### src/rtl/pc_sequencer_if.sv
// Control/observation bundle between the PC sequencer and its datapath/host.
// Master drives start/step controls and the fetched instruction and operands; slave returns PC and status.
interface pc_sequencer_if #(
   parameter int CNT_W = 16
);
   logic             start;
   logic             step_mode;
   logic             step;
   logic [31:0]      instruction;
   logic [31:0]      rs_data;
   logic [31:0]      rt_data;
   logic [31:0]      pc;
   logic             running;
   logic             halted;
   logic             fault;
   logic [CNT_W-1:0] retired;

   modport master (
      output start, step_mode, step, instruction, rs_data, rt_data,
      input  pc, running, halted, fault, retired
   );

   modport slave (
      input  start, step_mode, step, instruction, rs_data, rt_data,
      output pc, running, halted, fault, retired
   );
endinterface

### src/rtl/pc_sequencer.sv
// Program-counter sequencer: sequential/beq/bne/j next-PC, halt-word and PC-limit stop,
// retired-instruction count, free-run or single-step advance.
//
// state   | meaning
// S_IDLE  | out of reset, waiting for start
// S_RUN   | fetching; pc advances on every qualified cycle
// S_HALT  | stopped on the halt word
// S_FAULT | stopped because next pc left the legal fetch window
module pc_sequencer #(
   parameter logic [31:0] RESET_PC  = 32'h0000_0000,
   parameter logic [31:0] PC_LIMIT  = 32'h0000_03FC,
   parameter logic [31:0] HALT_WORD = 32'hFFFF_FFFF,
   parameter int          CNT_W     = 16
) (
   input logic             clk,
   input logic             rst_n,
   pc_sequencer_if.slave   bus
);
   typedef enum logic [1:0] {S_IDLE, S_RUN, S_HALT, S_FAULT} state_t;

   localparam logic [5:0] OP_J   = 6'b000010;
   localparam logic [5:0] OP_BEQ = 6'b000100;
   localparam logic [5:0] OP_BNE = 6'b000101;

   state_t           state_q, state_d;
   logic [31:0]      pc_q, pc_d;
   logic [CNT_W-1:0] retired_q, retired_d;

   logic [5:0]  opcode;
   logic [32:0] pc4_w;
   logic [31:0] br_off;
   logic [31:0] npc;
   logic        take;
   logic        adv;
   logic        limit_hit;

   always_ff @(posedge clk or negedge rst_n) begin
      if (!rst_n) begin
         state_q   <= S_IDLE;
         pc_q      <= RESET_PC;
         retired_q <= '0;
      end else begin
         state_q   <= state_d;
         pc_q      <= pc_d;
         retired_q <= retired_d;
      end
   end

   // Next-PC decode; the carry out of pc+4 marks a wrap past the top of the address space.
   always_comb begin
      opcode = bus.instruction[31:26];
      pc4_w  = {1'b0, pc_q} + 33'd4;
      br_off = {{14{bus.instruction[15]}}, bus.instruction[15:0], 2'b00};
      take   = 1'b0;
      npc    = pc4_w[31:0];
      case (opcode)
         OP_BEQ:  take = (bus.rs_data == bus.rt_data);
         OP_BNE:  take = (bus.rs_data != bus.rt_data);
         default: take = 1'b0;
      endcase
      if (opcode == OP_J)
         npc = {pc4_w[31:28], bus.instruction[25:0], 2'b00};
      else if (take)
         npc = pc4_w[31:0] + br_off;
      limit_hit = pc4_w[32] | (npc > PC_LIMIT);
   end

   always_comb begin
      state_d   = state_q;
      pc_d      = pc_q;
      retired_d = retired_q;
      adv       = !bus.step_mode || bus.step;
      case (state_q)
         S_RUN: begin
            if (adv) begin
               if (bus.instruction == HALT_WORD) begin
                  state_d = S_HALT;
               end else if (limit_hit) begin
                  state_d = S_FAULT;
               end else begin
                  pc_d      = npc;
                  retired_d = (&retired_q) ? retired_q : retired_q + 1'b1;
               end
            end
         end
         default: begin
            if (bus.start) begin
               state_d   = S_RUN;
               pc_d      = RESET_PC;
               retired_d = '0;
            end
         end
      endcase
   end

   assign bus.pc      = pc_q;
   assign bus.retired = retired_q;
   assign bus.running = (state_q == S_RUN);
   assign bus.halted  = (state_q == S_HALT) || (state_q == S_FAULT);
   assign bus.fault   = (state_q == S_FAULT);
endmodule
### src/flat_wrapper.sv
// flat-port wrapper written by rule: the top's interface ports become plain ports
module pc_sequencer_flat 
#(
   parameter logic [31:0] RESET_PC  = 32'h0000_0000,
   parameter logic [31:0] PC_LIMIT  = 32'h0000_03FC,
   parameter logic [31:0] HALT_WORD = 32'hFFFF_FFFF,
   parameter int          CNT_W     = 16
)
  (clk, rst_n, bus_start, bus_step_mode, bus_step, bus_instruction, bus_rs_data, bus_rt_data, bus_pc, bus_running, bus_halted, bus_fault, bus_retired);
  pc_sequencer_if #(.CNT_W(CNT_W)) bus_i ();
  input logic clk;
  input logic rst_n;
  input wire logic [$bits(bus_i.start)-1:0] bus_start;
  input wire logic [$bits(bus_i.step_mode)-1:0] bus_step_mode;
  input wire logic [$bits(bus_i.step)-1:0] bus_step;
  input wire logic [$bits(bus_i.instruction)-1:0] bus_instruction;
  input wire logic [$bits(bus_i.rs_data)-1:0] bus_rs_data;
  input wire logic [$bits(bus_i.rt_data)-1:0] bus_rt_data;
  output wire logic [$bits(bus_i.pc)-1:0] bus_pc;
  output wire logic [$bits(bus_i.running)-1:0] bus_running;
  output wire logic [$bits(bus_i.halted)-1:0] bus_halted;
  output wire logic [$bits(bus_i.fault)-1:0] bus_fault;
  output wire logic [$bits(bus_i.retired)-1:0] bus_retired;
  assign bus_i.start = bus_start;
  assign bus_i.step_mode = bus_step_mode;
  assign bus_i.step = bus_step;
  assign bus_i.instruction = bus_instruction;
  assign bus_i.rs_data = bus_rs_data;
  assign bus_i.rt_data = bus_rt_data;
  assign bus_pc = bus_i.pc;
  assign bus_running = bus_i.running;
  assign bus_halted = bus_i.halted;
  assign bus_fault = bus_i.fault;
  assign bus_retired = bus_i.retired;
  pc_sequencer #(.RESET_PC(RESET_PC), .PC_LIMIT(PC_LIMIT), .HALT_WORD(HALT_WORD), .CNT_W(CNT_W)) u_core (.clk(clk), .rst_n(rst_n), .bus(bus_i));
endmodule
### config.mk
export PLATFORM = sky130hd
export DESIGN_NAME = pc_sequencer_flat
export DESIGN_NICKNAME = d
export VERILOG_FILES = /design/src/rtl/pc_sequencer_if.sv /design/src/rtl/pc_sequencer.sv /design/src/flat_wrapper.sv
export SDC_FILE = /design/constraint.sdc
export NUM_CORES = 1
export LEC_CHECK = 0
export CELL_PAD_IN_SITES_DETAIL_PLACEMENT = 1
export CELL_PAD_IN_SITES_GLOBAL_PLACEMENT = 2
export CORE_MARGIN = 2
export CORE_UTILIZATION = 28
export DETAILED_ROUTE_END_ITERATION = 10
export HOLD_SLACK_MARGIN = 0.12
export PLACE_DENSITY = 0.84
export REMOVE_ABC_BUFFERS = 1
export SYNTH_ARGS = -nofsm -noshare
export SYNTH_HDL_FRONTEND = slang
export SYNTH_SLANG_ARGS = --single-unit
### constraint.sdc
create_clock -name clk -period 6.82 [get_ports clk]
set_input_delay 1.705 -clock clk [delete_from_list [all_inputs] [get_ports clk]]
set_output_delay 1.705 -clock clk [all_outputs]
set_load 0.05 [all_outputs]
==> flow_summary.toml <==
[drt]
wl_met1_um = 10500
drtIter0Drc = 345
wl_met2_um = 10100
remaining_drc_errors = 0
routed_wl_um = 21600
wl_per_cell_um = 19.5
wl_met3_um = 772
vias = 6063
antenna_left = 0
via_per_inst = 5.48
dr.pass1.iters = 5
top_layer_used = "met4"

[yosys]
synth-xor-area-share = 0.131
synth.area.mux_share = 0.00728
synth_edf_count = 0
synthArstFlopShare = 1.00
ys_seq_area_frac = 0.227
synthSimpleGateAreaFrac = 0.273
synth-adder-area-share = 0.0787
syn_area_mm2 = 0.00550
synthCells = 700
synth_seq_cells = 50
synth_top_flop_cell = "dfrtp_1"
ys_warn_count = 0
ys_types = 65
synth_area_per_cell_um2 = 7.86
synth_top_family_by_area = "simple AND/OR/NAND/NOR gates"
synth_compound_area_frac = 0.244

[sta]
final-setup-viol-count = 0
slew_headroom = 0.214
fmax_mhz = 160
tns_ps = 0
post-route-period-util = 0.914
finalMaxSlewViolations = 0
rsz0062_at_grt = "false"
hold_violations = 0
skew_ps = 8.47
worst_pin_slew_ps = 1170
min_period_ps = 6230

[setup_path]
crit_buf_inv = 2
cp.required_ps = 6990
critPathKind = "in -> reg"
critPathSlowestCell = "nor4_2"
path_max_fanout = 12
max_stage_delay_ps = 1010
start_kind = "input port"
cp_top_family = "compound AO/OA/AOI/OAI gates"
worstPathArrival_ps = 6410
cp-end-kind = "flop"
worstPathCellList = "clkdlybuf4s50_1 -> ha_1 -> a21oi_1 -> o21ai_0 -> nor3b_1 -> a2111oi_0 -> buf_4 -> nand3_1 -> a31oi_1 -> a32oi_1 -> a2111o_1 -> nor4_2 -> o211ai_1 -> mux2i_1"

[final_layout]
drive_gt1_frac = 0.0344
multi_input_area_mm2 = 0.00405
n_antenna_cell = 0
final_nets = 976
syn2layout_area_growth_pct = 35.6
post-route-cell-area_mm2 = 0.00746
register_area_mm2 = 0.00125
fin_cells = 1107
fill_cells = 2382

[clocking]
cts_htree_levels = 2
clk_pin_slew_ps = 70
cts_buffer_depth = 2
cts_resized = 0
cts-root-buf = "clkbuf_16"
clk-insertion-delay-late_ps = 290
post_cts_buffers = 0
tritoncts = "yes"
cts_sinks = 50
numCtsBuffers = 5
ctsHoldBuffers = 0

[global_route]
antenna_found_initial = 0
grtUsageTotal = 0.208
grt_start_max_net_pins = 51
grt_pass1_wl_um = 34000
gr-total-overflow = 0
grt_pass1_vias = 6021

[placed_design]
gp_congestion = 0.871
placed_area_mm2 = 0.00731
dpl.hpwl_um = 17800
io_buffers = 151
dp.cells = 1099

[run_status]
status = "complete, no violations"

[floorplan]
die_area_mm2 = 0.0208
core_mm2 = 0.0194
io-pin-count = 152
die_w_um = 144
start_util = 0.284
num_rows = 51
die_h_um = 144

[power]
fin_total_pwr_mw = 1.39
ir_drop_uv = 230
p_leak_nw = 3.10
powerDensity_mw_per_mm2 = 186

[flow_run]
maxCapViolCount = 0

[min_path]
hp-class = "reg -> reg"
## worst register-to-register path, cell delays in order (launching register included)
cell and delay (ps):
dfrtp_1 480, ha_1 280, and2_1 190, and2_0 330, nand4_1 160, xnor2_1 340
ha_1 410, a21oi_1 220, o21ai_0 190, a2111oi_0 510, buf_4 230, nand3_1 70
a31oi_1 240, a32oi_1 130, a2111o_1 380, nor4_2 1010, o211ai_1 240, mux2i_1 170
## state kept, by name (all words and copies together) (netlist names)
signal,cells
u_core.state_q,2
u_core.bus.pc,32
u_core.bus.retired,16
## synth_stat cells (all sizes together) (21+ instances only)
library cell	number	share of area
inv	23	0.016
o21ai	34	0.031
nand4	29	0.033
ha	33	0.075
dfrtp	50	0.23
nor2	35	0.024
and2	31	0.035
nand2	59	0.040
xor2	56	0.089
and3	21	0.024
nand3	32	0.029
xnor2	26	0.041
a21oi	52	0.047
clkbuf	25	0.017
## report_power, final
part	internal [mW]	total (mW)	switching, mW
registers	0.326	0.377	0.0507
clock network	0.136	0.246	0.110
logic	0.270	0.763	0.493
## cells by family after synthesis
logic type               Yosys count
AND/OR/NAND/NOR                  279
AO/OA/AOI/OAI                    199
XOR/XNOR                          82
buffers and inverters             52
flip-flops                        50
adder cells (fa/ha/maj)           34
multiplexers                       4
## placed cells by master (no fill, tap or decap), drive strengths merged, types with 23 or more instances in the layout
master and count:
xor2 56, inv 23, nor2 35, nand3 32, nand2 59, nand4 29, a21oi 52, xnor2 26
clkdlybuf4s50 150, dfrtp 50, o21ai 34, and2 31, ha 33
## through the flow
step | setup slack, ps | hold WS, ps | util
after global routing | 125 | 545 | 0.385
final | 589 | 519 | 0.385
after detailed placement | 389 | 506 | 0.377
after floorplan | 1140 | 464 | -
after global placement | 477 | 503 | 0.377
after CTS | 685 | 526 | 0.385
## layout make-up
cell class / instances / area share
Tap cell: 265 / 0.0444
Clock buffer: 5 / 0.0168
Sequential cell: 50 / 0.168
Timing Repair Buffer: 163 / 0.214
Multi-Input combinational cell: 598 / 0.543
Inverter: 23 / 0.0116
Clock inverter: 3 / 0.00285
## worst paths after layout
kind / from / end / slack, ps / cells after the start
setup / recovery: bus_instruction[15] / u_core.bus.retired[5]$_DFFE_PN0P_ / 590 / 14
hold / removal: u_core.bus.pc[1]$_DFFE_PN0P_ / u_core.bus.pc[1]$_DFFE_PN0P_ / 520 / 1
setup reg to reg: u_core.bus.pc[2]$_DFFE_PN0P_ / u_core.bus.retired[5]$_DFFE_PN0P_ / 1130 / 17
hold reg to reg: u_core.bus.pc[1]$_DFFE_PN0P_ / u_core.bus.pc[1]$_DFFE_PN0P_ / 520 / 1
max in group asynchronous: rst_n / u_core.bus.pc[12]$_DFFE_PN0P_ / 4860 / 2
min in group asynchronous: rst_n / u_core.bus.retired[11]$_DFFE_PN0P_ / 1500 / 2
## metal layers
layer	global-route usage	vias up
met1	0.303	2999
met4	0.0312	0
met2	0.344	131
li1	-	2919
met5	0	-
met3	0.0152	14
Power figures use the tool's default switching activity.
